--- src/rtl/fifo_wr_arbiter_pkg.sv ---
// Shared types and constants for the FIFO write-port arbiter.
package fifo_pkg;

  // Default data width; must match the FIFO it feeds.
  localparam int FIFO_WIDTH = 8;

  // Width of the free-running beat counter.
  localparam int WR_COUNT_W = 16;

  typedef enum logic {
    ARB_IDLE,
    ARB_BURST
  } arb_state_e;

endpackage

--- src/rtl/fifo_wr_arbiter_if.sv ---
// Requester/FIFO-facing bundle of the write arbiter.
// slave: the arbiter side. master: producers plus FIFO status (the bench).
interface fifo_wr_arbiter_if
  import fifo_pkg::*;
#(
  parameter int WIDTH   = FIFO_WIDTH,
  parameter int NUM_REQ = 4
);

  logic [NUM_REQ-1:0]       req;
  logic [NUM_REQ*WIDTH-1:0] req_data;
  logic                     full;
  logic                     overflow;
  logic [NUM_REQ-1:0]       gnt;
  logic                     wr_en;
  logic [WIDTH-1:0]         wdata;
  logic                     ovf_err;
  logic [WR_COUNT_W-1:0]    wr_count;

  modport slave (
    input  req, req_data, full, overflow,
    output gnt, wr_en, wdata, ovf_err, wr_count
  );

  modport master (
    output req, req_data, full, overflow,
    input  gnt, wr_en, wdata, ovf_err, wr_count
  );

endinterface

--- src/rtl/fifo_wr_arbiter_rr_pick.sv ---
// Rotating-priority encoder: first set req bit at or after rr_ptr, wrapping.
module rr_pick #(
  parameter int NUM_REQ = 4,
  parameter int PTR_W   = 2
) (
  input  logic [NUM_REQ-1:0] req_i,
  input  logic [PTR_W-1:0]   rr_ptr_i,
  output logic [NUM_REQ-1:0] pick_o,
  output logic               valid_o
);

  // Walk offsets 0..NUM_REQ-1 from the pointer; the first hit wins.
  // The sum is one bit wider so the modulo wrap works for any NUM_REQ.
  always_comb begin
    logic [PTR_W:0]   sum;
    logic [PTR_W-1:0] idx;
    pick_o  = '0;
    valid_o = 1'b0;
    sum     = '0;
    idx     = '0;
    for (int k = 0; k < NUM_REQ; k++) begin
      sum = {1'b0, rr_ptr_i} + (PTR_W+1)'(k);
      if (sum >= (PTR_W+1)'(NUM_REQ))
        sum = sum - (PTR_W+1)'(NUM_REQ);
      idx = sum[PTR_W-1:0];
      if (!valid_o && req_i[idx]) begin
        pick_o[idx] = 1'b1;
        valid_o     = 1'b1;
      end
    end
  end

endmodule

--- src/rtl/fifo_wr_arbiter.sv ---
// Round-robin arbiter with burst lock for the single FIFO write port.
// Grants are combinational (zero latency) from registered state and inputs;
// full gates the grant in the same cycle so wr_en never fires into a full FIFO.
module fifo_wr_arbiter
  import fifo_pkg::*;
#(
  parameter int WIDTH     = FIFO_WIDTH,
  parameter int NUM_REQ   = 4,
  parameter int MAX_BURST = 4
) (
  input  logic             wr_clk,
  input  logic             rst,
  fifo_wr_arbiter_if.slave bus
);

  localparam int PTR_W  = $clog2(NUM_REQ);
  localparam int BCNT_W = $clog2(MAX_BURST + 1);
  localparam logic [BCNT_W-1:0] BURST_LAST = BCNT_W'(MAX_BURST);
  localparam logic [PTR_W-1:0]  PTR_MAX    = PTR_W'(NUM_REQ - 1);

  arb_state_e            state_q, state_d;
  logic [PTR_W-1:0]      rr_ptr_q, rr_ptr_d;
  logic [PTR_W-1:0]      owner_q, owner_d;
  logic [BCNT_W-1:0]     beat_cnt_q, beat_cnt_d;
  logic                  ovf_err_q;
  logic [WR_COUNT_W-1:0] wr_count_q;

  logic [NUM_REQ-1:0]    pick;
  logic                  pick_vld;
  logic [PTR_W-1:0]      pick_idx;
  logic [NUM_REQ-1:0]    gnt;
  logic                  wr_en;
  logic [WIDTH-1:0]      wdata;

  function automatic logic [PTR_W-1:0] ptr_inc(input logic [PTR_W-1:0] p);
    return (p == PTR_MAX) ? '0 : p + 1'b1;
  endfunction

  rr_pick #(
    .NUM_REQ (NUM_REQ),
    .PTR_W   (PTR_W)
  ) u_pick (
    .req_i    (bus.req),
    .rr_ptr_i (rr_ptr_q),
    .pick_o   (pick),
    .valid_o  (pick_vld)
  );

  // One-hot pick to index, used to record the new owner.
  always_comb begin
    pick_idx = '0;
    for (int i = 0; i < NUM_REQ; i++)
      if (pick[i]) pick_idx = PTR_W'(i);
  end

  // Next-state and grant decode.
  always_comb begin
    state_d    = state_q;
    rr_ptr_d   = rr_ptr_q;
    owner_d    = owner_q;
    beat_cnt_d = beat_cnt_q;
    gnt        = '0;
    unique case (state_q)
      ARB_IDLE: begin
        if (!bus.full && pick_vld) begin
          gnt     = pick;
          owner_d = pick_idx;
          if (MAX_BURST == 1) begin
            rr_ptr_d = ptr_inc(pick_idx);
          end else begin
            state_d    = ARB_BURST;
            beat_cnt_d = BCNT_W'(1);
          end
        end
      end
      ARB_BURST: begin
        if (bus.req[owner_q]) begin
          // Full only stalls: the owner keeps the port and its count.
          if (!bus.full) begin
            gnt[owner_q] = 1'b1;
            beat_cnt_d   = beat_cnt_q + 1'b1;
            if (beat_cnt_d == BURST_LAST) begin
              state_d  = ARB_IDLE;
              rr_ptr_d = ptr_inc(owner_q);
            end
          end
        end else begin
          // Owner let go: release with one bubble cycle.
          state_d  = ARB_IDLE;
          rr_ptr_d = ptr_inc(owner_q);
        end
      end
      default: state_d = ARB_IDLE;
    endcase
  end

  assign wr_en = |gnt;

  // Data mux follows the one-hot grant; zero when idle.
  always_comb begin
    wdata = '0;
    for (int i = 0; i < NUM_REQ; i++)
      if (gnt[i]) wdata = bus.req_data[i*WIDTH +: WIDTH];
  end

  // State, pointer, sticky error and beat counter.
  always_ff @(posedge wr_clk) begin
    if (rst) begin
      state_q    <= ARB_IDLE;
      rr_ptr_q   <= '0;
      owner_q    <= '0;
      beat_cnt_q <= '0;
      ovf_err_q  <= 1'b0;
      wr_count_q <= '0;
    end else begin
      state_q    <= state_d;
      rr_ptr_q   <= rr_ptr_d;
      owner_q    <= owner_d;
      beat_cnt_q <= beat_cnt_d;
      ovf_err_q  <= ovf_err_q | bus.overflow;
      wr_count_q <= wr_count_q + WR_COUNT_W'(wr_en);
    end
  end

  assign bus.gnt      = gnt;
  assign bus.wr_en    = wr_en;
  assign bus.wdata    = wdata;
  assign bus.ovf_err  = ovf_err_q;
  assign bus.wr_count = wr_count_q;

endmodule

--- src/flat_wrapper.sv ---
// flat-port wrapper written by rule: the top's interface ports become plain ports
module fifo_wr_arbiter_flat import fifo_pkg::*;
#(
  parameter int WIDTH     = FIFO_WIDTH,
  parameter int NUM_REQ   = 4,
  parameter int MAX_BURST = 4
)
  (wr_clk, rst, bus_req, bus_req_data, bus_full, bus_overflow, bus_gnt, bus_wr_en, bus_wdata, bus_ovf_err, bus_wr_count);
  fifo_wr_arbiter_if #(.WIDTH(WIDTH), .NUM_REQ(NUM_REQ)) bus_i ();
  input  logic wr_clk;
  input  logic rst;
  input wire logic [$bits(bus_i.req)-1:0] bus_req;
  input wire logic [$bits(bus_i.req_data)-1:0] bus_req_data;
  input wire logic [$bits(bus_i.full)-1:0] bus_full;
  input wire logic [$bits(bus_i.overflow)-1:0] bus_overflow;
  output wire logic [$bits(bus_i.gnt)-1:0] bus_gnt;
  output wire logic [$bits(bus_i.wr_en)-1:0] bus_wr_en;
  output wire logic [$bits(bus_i.wdata)-1:0] bus_wdata;
  output wire logic [$bits(bus_i.ovf_err)-1:0] bus_ovf_err;
  output wire logic [$bits(bus_i.wr_count)-1:0] bus_wr_count;
  assign bus_i.req = bus_req;
  assign bus_i.req_data = bus_req_data;
  assign bus_i.full = bus_full;
  assign bus_i.overflow = bus_overflow;
  assign bus_gnt = bus_i.gnt;
  assign bus_wr_en = bus_i.wr_en;
  assign bus_wdata = bus_i.wdata;
  assign bus_ovf_err = bus_i.ovf_err;
  assign bus_wr_count = bus_i.wr_count;
  fifo_wr_arbiter #(.WIDTH(WIDTH), .NUM_REQ(NUM_REQ), .MAX_BURST(MAX_BURST)) u_core (.wr_clk(wr_clk), .rst(rst), .bus(bus_i));
endmodule
--- config.mk ---
export PLATFORM = sky130hd
export DESIGN_NAME = fifo_wr_arbiter_flat
export DESIGN_NICKNAME = d
export VERILOG_FILES = /design/src/rtl/fifo_wr_arbiter_pkg.sv /design/src/rtl/fifo_wr_arbiter_if.sv /design/src/rtl/fifo_wr_arbiter_rr_pick.sv /design/src/rtl/fifo_wr_arbiter.sv /design/src/flat_wrapper.sv
export SDC_FILE = /design/constraint.sdc
export NUM_CORES = 1
export LEC_CHECK = 0
export CAP_MARGIN = 5
export CELL_PAD_IN_SITES_DETAIL_PLACEMENT = 2
export CELL_PAD_IN_SITES_GLOBAL_PLACEMENT = 2
export CORE_MARGIN = 2
export CORE_UTILIZATION = 27
export DETAILED_ROUTE_END_ITERATION = 6
export HOLD_SLACK_MARGIN = 0.15
export MAX_ROUTING_LAYER = met4
export PLACE_DENSITY = 0.82
export SKIP_CTS_REPAIR_TIMING = 1
export SLEW_MARGIN = 20
export SYNTH_ARGS = -nofsm -noshare
export SYNTH_HDL_FRONTEND = slang
export SYNTH_SLANG_ARGS = --single-unit
--- constraint.sdc ---
create_clock -name wr_clk -period 9.35 [get_ports wr_clk]
set_clock_uncertainty 0.05 [all_clocks]
set_input_delay 1.87 -clock wr_clk [delete_from_list [all_inputs] [get_ports wr_clk]]
set_output_delay 1.87 -clock wr_clk [all_outputs]
set_load 0.01 [all_outputs]
## After elaboration in Yosys (flattened, before gate mapping)

Index checks and enable logic that the tools add are counted.

| operators by class | value |
|---|---|
| equality and inequality tests | 7 |
| $add $sub $neg | 10 |
| bitwise gates (word level) | 5 |
| reduce and logical (&&, ||, !) cells | 17 |
| multiplexer cells | 56 |
| magnitude comparators | 14 |

Operator list:

| operator | count |
|---|---|
| two-way mux 8 bit | 4 |
| two-way mux 4 bit | 7 |
| two-way mux 2 bit | 10 |
| two-way mux 1 bit | 19 |
| adder 16 x 1 -> 16 bit | 1 |
| < comparator 2 x 3 -> 1 bit (second input constant) | 5 |
| OR 4 bit | 3 |
| binary-select mux 1 bit (select 2 bit) | 5 |
| demux 1 bit (select 2 bit) | 5 |
| greater-or-equal comparator 2 x 1 -> 1 bit (second input constant) | 5 |
| greater-or-equal comparator 3 bit (second input constant) | 3 |
| logical AND 1 bit | 9 |
| two-way mux 3 bit | 3 |
| inequality test 2 bit (second input constant) | 4 |
| case mux 4 bit (2 select lines) | 1 |
| subtractor 2 x 1 -> 2 bit (second input constant) | 4 |
| adder 2 x 2 -> 3 bit (second input constant) | 2 |
| case mux 3 bit (2 select lines) | 1 |
| AND reduction 3 bit | 2 |
| logical NOT 1 bit | 4 |
| OR reduction 4 bit | 1 |
| adder 2 x 1 -> 3 bit (second input constant) | 1 |
| adder 3 x 1 -> 3 bit (second input constant) | 1 |
| equality test 3 bit (second input constant) | 1 |
| other kinds (8) | 8 |

| storage, ports and cells | value |
|---|---|
| input port bits | 40 |
| word-level logic and storage cells | 115 |
| register bits | 25 |

## Logic depth before layout (Yosys ltp)

Gate-level depths: netlist of run 1.

| logic depth | value |
|---|---|
| depth in word-level cells | 21 |
| gate-level depth with buffers | 17 |
| gate-level depth less buffers | 14 |

## Hierarchy

Synthesis of run 1 repeated with hierarchy kept, for this count alone.

| unflattened totals | value |
|---|---|
| cell total of the unflattened synthesis | 249 |
| area total of the unflattened synthesis | 2070.7 um2 |

Modules (own cells, without submodules):

| module | instances | area an instance (um2) | cells an instance |
|---|---|---|---|
| fifo_wr_arbiter | 1 | 1562.7 | 187 |
| rr_pick | 1 | 508.0 | 62 |

## Worst setup path before layout of run 1

OpenSTA, ideal clock, no wires.

| timing | value |
|---|---|
| kind | input to output |
| from | input port bus_req[3] |
| to | output port bus_wdata[0] |
| path buffers | 2 |
| data arrival time | 3.735 ns |
| slack | 3.695 ns |
| cell stages on the path | 7 |
| cells stage by stage | mux4_2 and3b_1 buf_6 a221o_1 and2_1 buf_2 a221oi_2 |

| between the ends | value |
|---|---|
| elaborated cells on any way between the ends | 35 |
| classes of those cells | 25 x mux; 3 x bitwise; 7 x reduce/logical |

RTL lines:

| what | RTL line | source |
|---|---|---|
| from (decl) | flat_wrapper.sv:12 | `input wire logic [$bits(bus_i.req)-1:0] bus_req;` |
| binary-select mux 1 bit (select 2 bit) | fifo_wr_arbiter_rr_pick.sv:26 | `if (!valid_o && req_i[idx]) begin` |
| two-way mux 1 bit (implied by the code) | fifo_wr_arbiter_rr_pick.sv:26 |  |
| two-way mux 1 bit | fifo_wr_arbiter_rr_pick.sv:26 |  |
| logical NOT 1 bit | fifo_wr_arbiter_rr_pick.sv:26 |  |
| logical AND 1 bit | fifo_wr_arbiter_rr_pick.sv:26 |  |
| two-way mux 1 bit | fifo_wr_arbiter_rr_pick.sv:26 |  |
| logical NOT 1 bit | fifo_wr_arbiter_rr_pick.sv:26 |  |
| logical AND 1 bit | fifo_wr_arbiter_rr_pick.sv:26 |  |
| two-way mux 1 bit | fifo_wr_arbiter_rr_pick.sv:26 |  |
| logical NOT 1 bit | fifo_wr_arbiter_rr_pick.sv:26 |  |
| logical AND 1 bit | fifo_wr_arbiter_rr_pick.sv:26 |  |
| two-way mux 1 bit | fifo_wr_arbiter_rr_pick.sv:26 |  |
| logical AND 1 bit | fifo_wr_arbiter.sv:65 | `if (!bus.full && pick_vld) begin` |
| two-way mux 4 bit | fifo_wr_arbiter.sv:65 |  |
| case mux 4 bit (2 select lines) (*) | fifo_wr_arbiter.sv:63 | `unique case (state_q)` |
| via bus_gnt[2] | flat_wrapper.sv:16 | `output wire logic [$bits(bus_i.gnt)-1:0] bus_gnt;` |
| two-way mux 8 bit (*) (2 in a row) | fifo_wr_arbiter.sv:103 | `if (gnt[i]) wdata = bus.req_data[i*WIDTH +: WIDTH];` |
| to (decl) | flat_wrapper.sv:18 | `output wire logic [$bits(bus_i.wdata)-1:0] bus_wdata;` |

Mark *: on every way through the listed nets, which the timed path passes. The rest lies on a longest branch. The select of a mux whose other input is x is not followed.

## Worst setup path after layout of run 1

| timing | value |
|---|---|
| from | input port bus_req[3] |
| to | output port bus_wr_en |

| between the ends | value |
|---|---|
| word-level cells in the longest chain between the ends | 16 |
| elaborated cells on any way between the ends | 32 |
| classes of those cells | 21 x mux; 3 x bitwise; 8 x reduce/logical |

Ends and longest elaborated chain:

| what | RTL line | source |
|---|---|---|
| binary-select mux 1 bit (select 2 bit) | fifo_wr_arbiter_rr_pick.sv:26 |  |
| two-way mux 1 bit (implied by the code) | fifo_wr_arbiter_rr_pick.sv:26 |  |
| two-way mux 1 bit | fifo_wr_arbiter_rr_pick.sv:26 |  |
| logical NOT 1 bit | fifo_wr_arbiter_rr_pick.sv:26 |  |
| logical AND 1 bit | fifo_wr_arbiter_rr_pick.sv:26 |  |
| two-way mux 1 bit | fifo_wr_arbiter_rr_pick.sv:26 |  |
| logical NOT 1 bit | fifo_wr_arbiter_rr_pick.sv:26 |  |
| logical AND 1 bit | fifo_wr_arbiter_rr_pick.sv:26 |  |
| two-way mux 1 bit | fifo_wr_arbiter_rr_pick.sv:26 |  |
| logical NOT 1 bit | fifo_wr_arbiter_rr_pick.sv:26 |  |
| logical AND 1 bit | fifo_wr_arbiter_rr_pick.sv:26 |  |
| two-way mux 1 bit | fifo_wr_arbiter_rr_pick.sv:26 |  |
| logical AND 1 bit | fifo_wr_arbiter.sv:65 |  |
| two-way mux 4 bit | fifo_wr_arbiter.sv:65 |  |
| case mux 4 bit (2 select lines) (*) | fifo_wr_arbiter.sv:63 |  |
| OR reduction 4 bit (*) | fifo_wr_arbiter.sv:97 | `assign wr_en = \|gnt;` |
| to (decl) | flat_wrapper.sv:17 | `output wire logic [$bits(bus_i.wr_en)-1:0] bus_wr_en;` |

Every way passes the cells marked *; elsewhere a longest branch is shown, timed or not. The select of a mux whose other input is x is not followed.

==> flow_metrics.env, run 1 <==
export IMPL_outcome="finished clean"
export IMPL_final_setup_viol_count=0
export IMPL_antenna_cells=0
export IMPL_timing_critical_path_slowest_cell_delay_ns=0.88
export IMPL_synth_cells=235
export IMPL_synth_net_count=289
export IMPL_worst_slew_margin_rel=0.313
export IMPL_most_frequent_cell_after_synthesis="sky130_fd_sc_hd__nor2_1"
export IMPL_initial_core_util=0.275
export IMPL_areaGrowthSynthToFinish_pct=41.1
export IMPL_worst_setup_path_endpoint="bus_wr_en"
export IMPL_critical_path_max_fanout=11
export IMPL_timing_hold_worst_start="u_core.bus.ovf_err"
export IMPL_dr_first_iter_drc_count=47
export IMPL_clk_pin_slew_worst_paths_ns=0.08
export IMPL_floorplan_die_height_um=89.2
export IMPL_wirelength_um=6280
export IMPL_wire_length_of_the_first_global_routing_pass_um=10100
export IMPL_crit_required_ns=7.43
export IMPL_gr_usage_all_layers=0.165
export IMPL_worst_hold_path_type="reg -> reg"
export IMPL_synth_top_area_cell="sky130_fd_sc_hd__dfxtp_1"
export IMPL_yosysWarnings=0
export IMPL_design_core_area_um2=7140
export IMPL_worst_r2r_setup_slack_ns=4.35
export IMPL_vias_per_cell=4.97
export IMPL_postSynth_asyncResetShare=0
export IMPL_rsz0062_at_grt="no"
export IMPL_synth_flop_cell="sky130_fd_sc_hd__dfxtp_1"
export IMPL_synth_top_cell_area_share=0.255
export IMPL_grt_max_degree=26
export IMPL_ys_seq_elements=25
export IMPL_floorplan_die_area_um2=7960
export IMPL_cap_violations=0
export IMPL_critical_path_top_delay_family="simple AND/OR/NAND/NOR gates"
export IMPL_antenna_violating_nets_post_route=0
export IMPL_timing_critical_path_slowest_stage_cell="sky130_fd_sc_hd__nor2b_1"
export IMPL_clock_sinks=25
export IMPL_cts_htree_levels=1
export IMPL_r2r_end="u_core.bus.wr_count[12]"
export IMPL_report_final_slew_viol_count=0
export IMPL_cellLeakagePower_nw=1.10
export IMPL_dp_hpwl_um=5030
export IMPL_place_gp_congestion=0.771
export IMPL_fin_nets=351
export IMPL_path_common_cell="sky130_fd_sc_hd__clkdlybuf4s50_1"
export IMPL_r2r_worst_path_cells=14
export IMPL_startpoint_to_endpoint_class_of_the_critical_path="in -> out"
export IMPL_start_kind="primary input"
export IMPL_layout_min_cycle_time_ns=7.66
export IMPL_top_area_cells_in_the_synthesized_netlist="sky130_fd_sc_hd__dfxtp_1 26%, sky130_fd_sc_hd__ha_1 8.9%, sky130_fd_sc_hd__a221oi_2 6.9%"
export IMPL_placement_io_buffers=69
export IMPL_worst_hold_path_num_cells=2
export IMPL_worst_slew_pin_transition_ns=1.03
export IMPL_worstSkewPairLatency_ns=0.27
export IMPL_grt_antenna_before_repair=0
export IMPL_i_o_pin_total=70
export IMPL_grt_pass1_vias=2157
export IMPL_synth_area_per_cell_um2=8.34
export IMPL_num_rows=31
export IMPL_cts_made_buffers=3
export IMPL_clock_tree_from_tritoncts="yes"
export IMPL_synth_cells_most_frequent="27 x sky130_fd_sc_hd__nor2_1, 25 x sky130_fd_sc_hd__dfxtp_1, 25 x sky130_fd_sc_hd__inv_1"
export IMPL_overflow=0
export IMPL_timing_critical_path_cells="clkdlybuf4s50_1 > mux4_2 > and3b_1 > and2_1 > a221oi_2 > nor2b_1 > nand3b_1 > clkdlybuf4s50_1"
export IMPL_wire_per_inst_um=15.9
export IMPL_fin_setup_tns_ns=0
export IMPL_syn_area_um2=1960
export IMPL_die_width_um=89.2
export IMPL_timing_final_crit_share=0.820
export IMPL_worst_setup_path_end_kind="primary output"
export IMPL_synth_yosys_seq_area_share=0.255
export IMPL_critPathArrivalTime_ns=5.74
export IMPL_drive_above_1_share=0.0642
export IMPL_clockBufferDepth=2
export IMPL_vdd_ir_drop_worst_v=0.0000565
export IMPL_worstSetupStartpoint="bus_req[3]"
export IMPL_powerDensity_nw_per_um2=115
export IMPL_via_count=1965
export IMPL_worst_r2r_startpoint="u_core.rr_ptr_q[0]"
export IMPL_final_hold_violation_count=0
export IMPL_critPathBufInv=2
export IMPL_fmax_mhz=130
export IMPL_total_power_w=0.000317
export IMPL_path_depth=8
export IMPL_drtPass1Iterations=4
export IMPL_drt_drc_violations_left=0
export IMPL_synth_cell_types=43
export IMPL_synth_enable_flop_cells=0
export IMPL_cts_root_buf="sky130_fd_sc_hd__clkbuf_8"
-- logic make-up (layout without fill, tap and decap cells) --
| logic type | after synthesis | count (layout) | share of synthesized area |
|---|---|---|---|
| xor+xnor | 13 | 13 | 0.0581 |
| mux | 14 | 14 | 0.0970 |
| flops | 25 | 25 | 0.255 |
| simple gates | 83 | 83 | 0.221 |
| fa+ha+maj | 14 | 14 | 0.0893 |
| buf+inv | 37 | 98 | 0.0804 |
| compound gates | 49 | 49 | 0.198 |
-- through the flow --
stage / hold WS, ns / area (um^2) / utilization / std cells / setup WS [ns]
3_3_place_gp: 0.396 / 2720 / 0.381 / 391 / 1.87
2_1_floorplan: 0.427 / 1960 / - / 235 / 3.69
3_5_place_dp: 0.426 / 2720 / 0.381 / 391 / 1.65
4_1_cts: 0.438 / 2770 / 0.388 / 395 / 1.65
6_report: 0.436 / 2770 / 0.388 / 395 / 1.69
5_1_grt: 0.451 / 2770 / 0.388 / 395 / 1.44
-- final cells by class --
type	instances	area [um^2]
multi-input cells	173	1310
fillers	835	4370
flip-flops and latches	25	500
clock buffers	3	41.3
well taps	99	124
repair buffers	69	691
clock inverters	1	7.51
inverters	25	93.8
-- tightest hold or removal path, delay by kind of cell, from the launching register on --
family           cells  cell delay [ns]
AND/OR/NAND/NOR      2             0.12
flip-flops           1             0.32
-- worst min path at each step --
stage	to	slack [ns]
after floorplan	u_core.beat_cnt_q[0]	0.43
after global placement	u_core.bus.ovf_err	0.40
after detailed placement	u_core.bus.ovf_err	0.43
after CTS	u_core.bus.ovf_err	0.44
after global routing	u_core.bus.ovf_err	0.45
final	u_core.bus.ovf_err	0.44
-- where the power goes --
group | leakage (nW) | switching (W) | internal [W]
Clock | 0.0217 | 0.0000356 | 0.0000302
Combinational | 0.870 | 0.0000612 | 0.0000713
Sequential | 0.203 | 0.00000680 | 0.000112
-- registers in the layout, indices dropped and copies added, names as in the netlist --
name                 count
u_core.state_q           1
u_core.bus.ovf_err       1
u_core.owner_q           2
u_core.rr_ptr_q          2
u_core.bus.wr_count     16
u_core.beat_cnt_q        3
-- cells in the final DEF, fill, tap and decap left out, types with 2 or more instances in the layout --
cell	netlist	final
sky130_fd_sc_hd__and3_1	3	3
sky130_fd_sc_hd__xnor2_1	5	5
sky130_fd_sc_hd__a211oi_1	4	4
sky130_fd_sc_hd__a21oi_1	15	15
sky130_fd_sc_hd__nand2_1	11	11
sky130_fd_sc_hd__xor2_1	8	8
sky130_fd_sc_hd__nand3_1	7	7
sky130_fd_sc_hd__a31oi_1	8	8
sky130_fd_sc_hd__o21ai_0	4	4
sky130_fd_sc_hd__inv_1	25	25
sky130_fd_sc_hd__nor2_1	27	27
sky130_fd_sc_hd__clkdlybuf4s50_1	0	69
sky130_fd_sc_hd__and2_1	5	5
sky130_fd_sc_hd__nand4_1	2	2
sky130_fd_sc_hd__mux4_2	4	4
sky130_fd_sc_hd__a221o_1	2	2
sky130_fd_sc_hd__mux2i_1	10	10
sky130_fd_sc_hd__nor2b_1	6	6
sky130_fd_sc_hd__a221oi_2	9	9
sky130_fd_sc_hd__nand2b_1	2	2
sky130_fd_sc_hd__dfxtp_1	25	25
sky130_fd_sc_hd__a221oi_1	2	2
sky130_fd_sc_hd__or3_1	3	3
sky130_fd_sc_hd__ha_1	14	14
sky130_fd_sc_hd__clkbuf_8	0	3
sky130_fd_sc_hd__nor3_1	2	2
sky130_fd_sc_hd__nand3b_1	6	6
-- per-layer routing --
layer  track usage  part of all wire  up-vias
met5             -                 0        -
met4        0.0326            0.0043        0
met3        0.0157             0.042        2
met2         0.290              0.50       46
met1         0.206              0.46      964
li1              -                 -      953
Note: power is estimated with default switching activity, not from simulation.
==> inputs of run 2 (changes only) <==
--- a/config.mk
+++ b/config.mk
@@ -9,11 +9,11 @@
 export CELL_PAD_IN_SITES_DETAIL_PLACEMENT = 2
 export CELL_PAD_IN_SITES_GLOBAL_PLACEMENT = 2
 export CORE_MARGIN = 2
-export CORE_UTILIZATION = 27
+export CORE_UTILIZATION = 23
 export DETAILED_ROUTE_END_ITERATION = 6
 export HOLD_SLACK_MARGIN = 0.15
 export MAX_ROUTING_LAYER = met4
-export PLACE_DENSITY = 0.82
+export PLACE_DENSITY = 0.74
 export SKIP_CTS_REPAIR_TIMING = 1
 export SLEW_MARGIN = 20
 export SYNTH_ARGS = -nofsm -noshare
==> constraint.sdc (replaced) <==
create_clock -name wr_clk -period 7 [get_ports wr_clk]
set_clock_uncertainty 0.05 [all_clocks]
set_input_delay 1.4 -clock wr_clk [delete_from_list [all_inputs] [get_ports wr_clk]]
set_output_delay 1.4 -clock wr_clk [all_outputs]
set_load 0.01 [all_outputs]
==> flow_metrics.env, run 2 (synthesis gave the netlist of run 1 again) <==
export IMPL_floorplan_die_height_um=96.3
export IMPL_num_rows=33
export IMPL_clock_tree_from_tritoncts="yes"
export IMPL_antenna_violating_nets_post_route=0
export IMPL_total_power_w=0.000422
export IMPL_wire_per_inst_um=15.3
export IMPL_gr_usage_all_layers=0.140
export IMPL_critical_path_max_fanout=11
export IMPL_fin_setup_tns_ns=0
export IMPL_dr_first_iter_drc_count=40
export IMPL_path_depth=9
export IMPL_report_final_slew_viol_count=0
export IMPL_grt_use_met3=0.0125
export IMPL_critPathArrivalTime_ns=4.55
export IMPL_wirelength_um=6200
export IMPL_final_setup_viol_count=0
export IMPL_cap_violations=0
export IMPL_final_fill_count=962
export IMPL_place_worst_setup_slack_ns=0.967
export IMPL_outcome="finished clean"
export IMPL_cts_htree_levels=1
export IMPL_grt_busiest_layer="met2"
export IMPL_dp_hpwl_um=5000
export IMPL_wire_length_of_the_first_global_routing_pass_um=10100
export IMPL_cellLeakagePower_nw=1.12
export IMPL_timing_critical_path_cells="clkdlybuf4s50_1 > or3b_1 > a2111o_1 > a21oi_1 > a221oi_2 > buf_4 > and2_1 > a221oi_2 > clkdlybuf4s50_1"
export IMPL_layout_min_cycle_time_ns=6.00
export IMPL_design_core_area_um2=8260
export IMPL_clk_pin_slew_worst_paths_ns=0.08
export IMPL_worst_hold_path_num_cells=2
export IMPL_drtPass1Iterations=3
export IMPL_mostFrequentLayoutCell="sky130_fd_sc_hd__clkdlybuf4s50_1"
export IMPL_worst_hold_path_type="reg -> reg"
export IMPL_clockBufferDepth=2
export IMPL_place_gp_congestion=0.766
export IMPL_grt_antenna_before_repair=0
export IMPL_fmax_mhz=167
export IMPL_timing_critical_path_slowest_cell_delay_ns=0.62
export IMPL_vias_per_cell=4.80
export IMPL_placement_io_buffers=69
export IMPL_initial_core_util=0.237
export IMPL_startpoint_to_endpoint_class_of_the_critical_path="in -> out"
export IMPL_grt_max_degree=26
export IMPL_worstSkewPairLatency_ns=0.26
export IMPL_timing_final_crit_share=0.857
export IMPL_vdd_ir_drop_worst_v=0.0000819
export IMPL_critPathBufInv=3
export IMPL_cts_root_buf="sky130_fd_sc_hd__clkbuf_8"
export IMPL_overflow=0
export IMPL_antenna_cells=0
export IMPL_areaGrowthSynthToFinish_pct=43.3
export IMPL_area_sequential_um2=500
export IMPL_die_width_um=96.3
export IMPL_most_common_layout_cells="69 x sky130_fd_sc_hd__clkdlybuf4s50_1, 27 x sky130_fd_sc_hd__nor2_1, 25 x sky130_fd_sc_hd__inv_1, 25 x sky130_fd_sc_hd__dfxtp_1, 15 x sky130_fd_sc_hd__a21oi_1"
export IMPL_r2r_worst_path_cells=16
export IMPL_rsz0062_at_grt="no"
export IMPL_cts_made_buffers=3
export IMPL_fin_nets=356
export IMPL_grt_pass1_vias=2169
export IMPL_worst_slew_pin_transition_ns=0.890
export IMPL_via_count=1948
export IMPL_worst_slew_margin_rel=0.405
export IMPL_timing_critical_path_slowest_stage_cell="sky130_fd_sc_hd__clkdlybuf4s50_1"
export IMPL_use_met1=0.163
export IMPL_worst_slack_setup_final_ns=0.999
export IMPL_worst_setup_path_end_kind="primary output"
export IMPL_critical_path_top_delay_family="buffers and inverters"
export IMPL_final_hold_violation_count=0
export IMPL_drt_drc_violations_left=0
export IMPL_i_o_pin_total=70
export IMPL_multi_input_comb_area_um2=1310
export IMPL_start_kind="primary input"
export IMPL_grt_met2_usage=0.266
export IMPL_powerDensity_nw_per_um2=150
export IMPL_drive_above_1_share=0.0797
export IMPL_largest_register_ffs=16
export IMPL_clock_sinks=25
export IMPL_crit_required_ns=5.55
export IMPL_floorplan_die_area_um2=9280
run 2: final timing paths:
kind	startpoint	end	slack, ns
worst max-delay path	bus_req[2]	bus_wdata[7]	1.0
worst min-delay path	u_core.bus.ovf_err	u_core.bus.ovf_err	0.44
worst max register to register	u_core.rr_ptr_q[0]	u_core.bus.wr_count[14]	2.78
worst min register to register	u_core.bus.ovf_err	u_core.bus.ovf_err	0.44
run 2: tightest hold or removal path, stage by stage (launching register included):
cell and delay [ns]:
sky130_fd_sc_hd__dfxtp_1 0.34, sky130_fd_sc_hd__nor2_1 0.05, sky130_fd_sc_hd__nor2_1 0.07
run 2: final cells by class:
type	count	area share
Clock buffer	3	0.0147
Clock inverter	1	0.00178
Inverter	25	0.0334
Multi-Input combinational cell	173	0.466
Sequential cell	25	0.178
Tap cell	105	0.0468
Timing Repair Buffer	74	0.259
run 2: power by group:
| group | switching, W | internal [W] |
|---|---|---|
| Combinational | 0.0000809 | 0.0000989 |
| Sequential | 0.00000844 | 0.000149 |
| Clock | 0.0000442 | 0.0000397 |
run 2: per-stage QoR:
| step | utilization | hold slack (ns) | area, um^2 | instances |
|---|---|---|---|---|
| 2_1_floorplan | - | 0.427 | 1960 | 235 |
| 3_3_place_gp | 0.335 | 0.397 | 2760 | 402 |
| 3_5_place_dp | 0.335 | 0.421 | 2760 | 402 |
| 4_1_cts | 0.340 | 0.441 | 2810 | 406 |
| 5_1_grt | 0.340 | 0.515 | 2810 | 406 |
| 6_report | 0.340 | 0.436 | 2810 | 406 |
run 2: layer usage:
metal	vias up	share of wire
li1	961	-
met1	950	0.42
met2	35	0.54
met3	2	0.036
met4	0	0.0039
met5	-	0
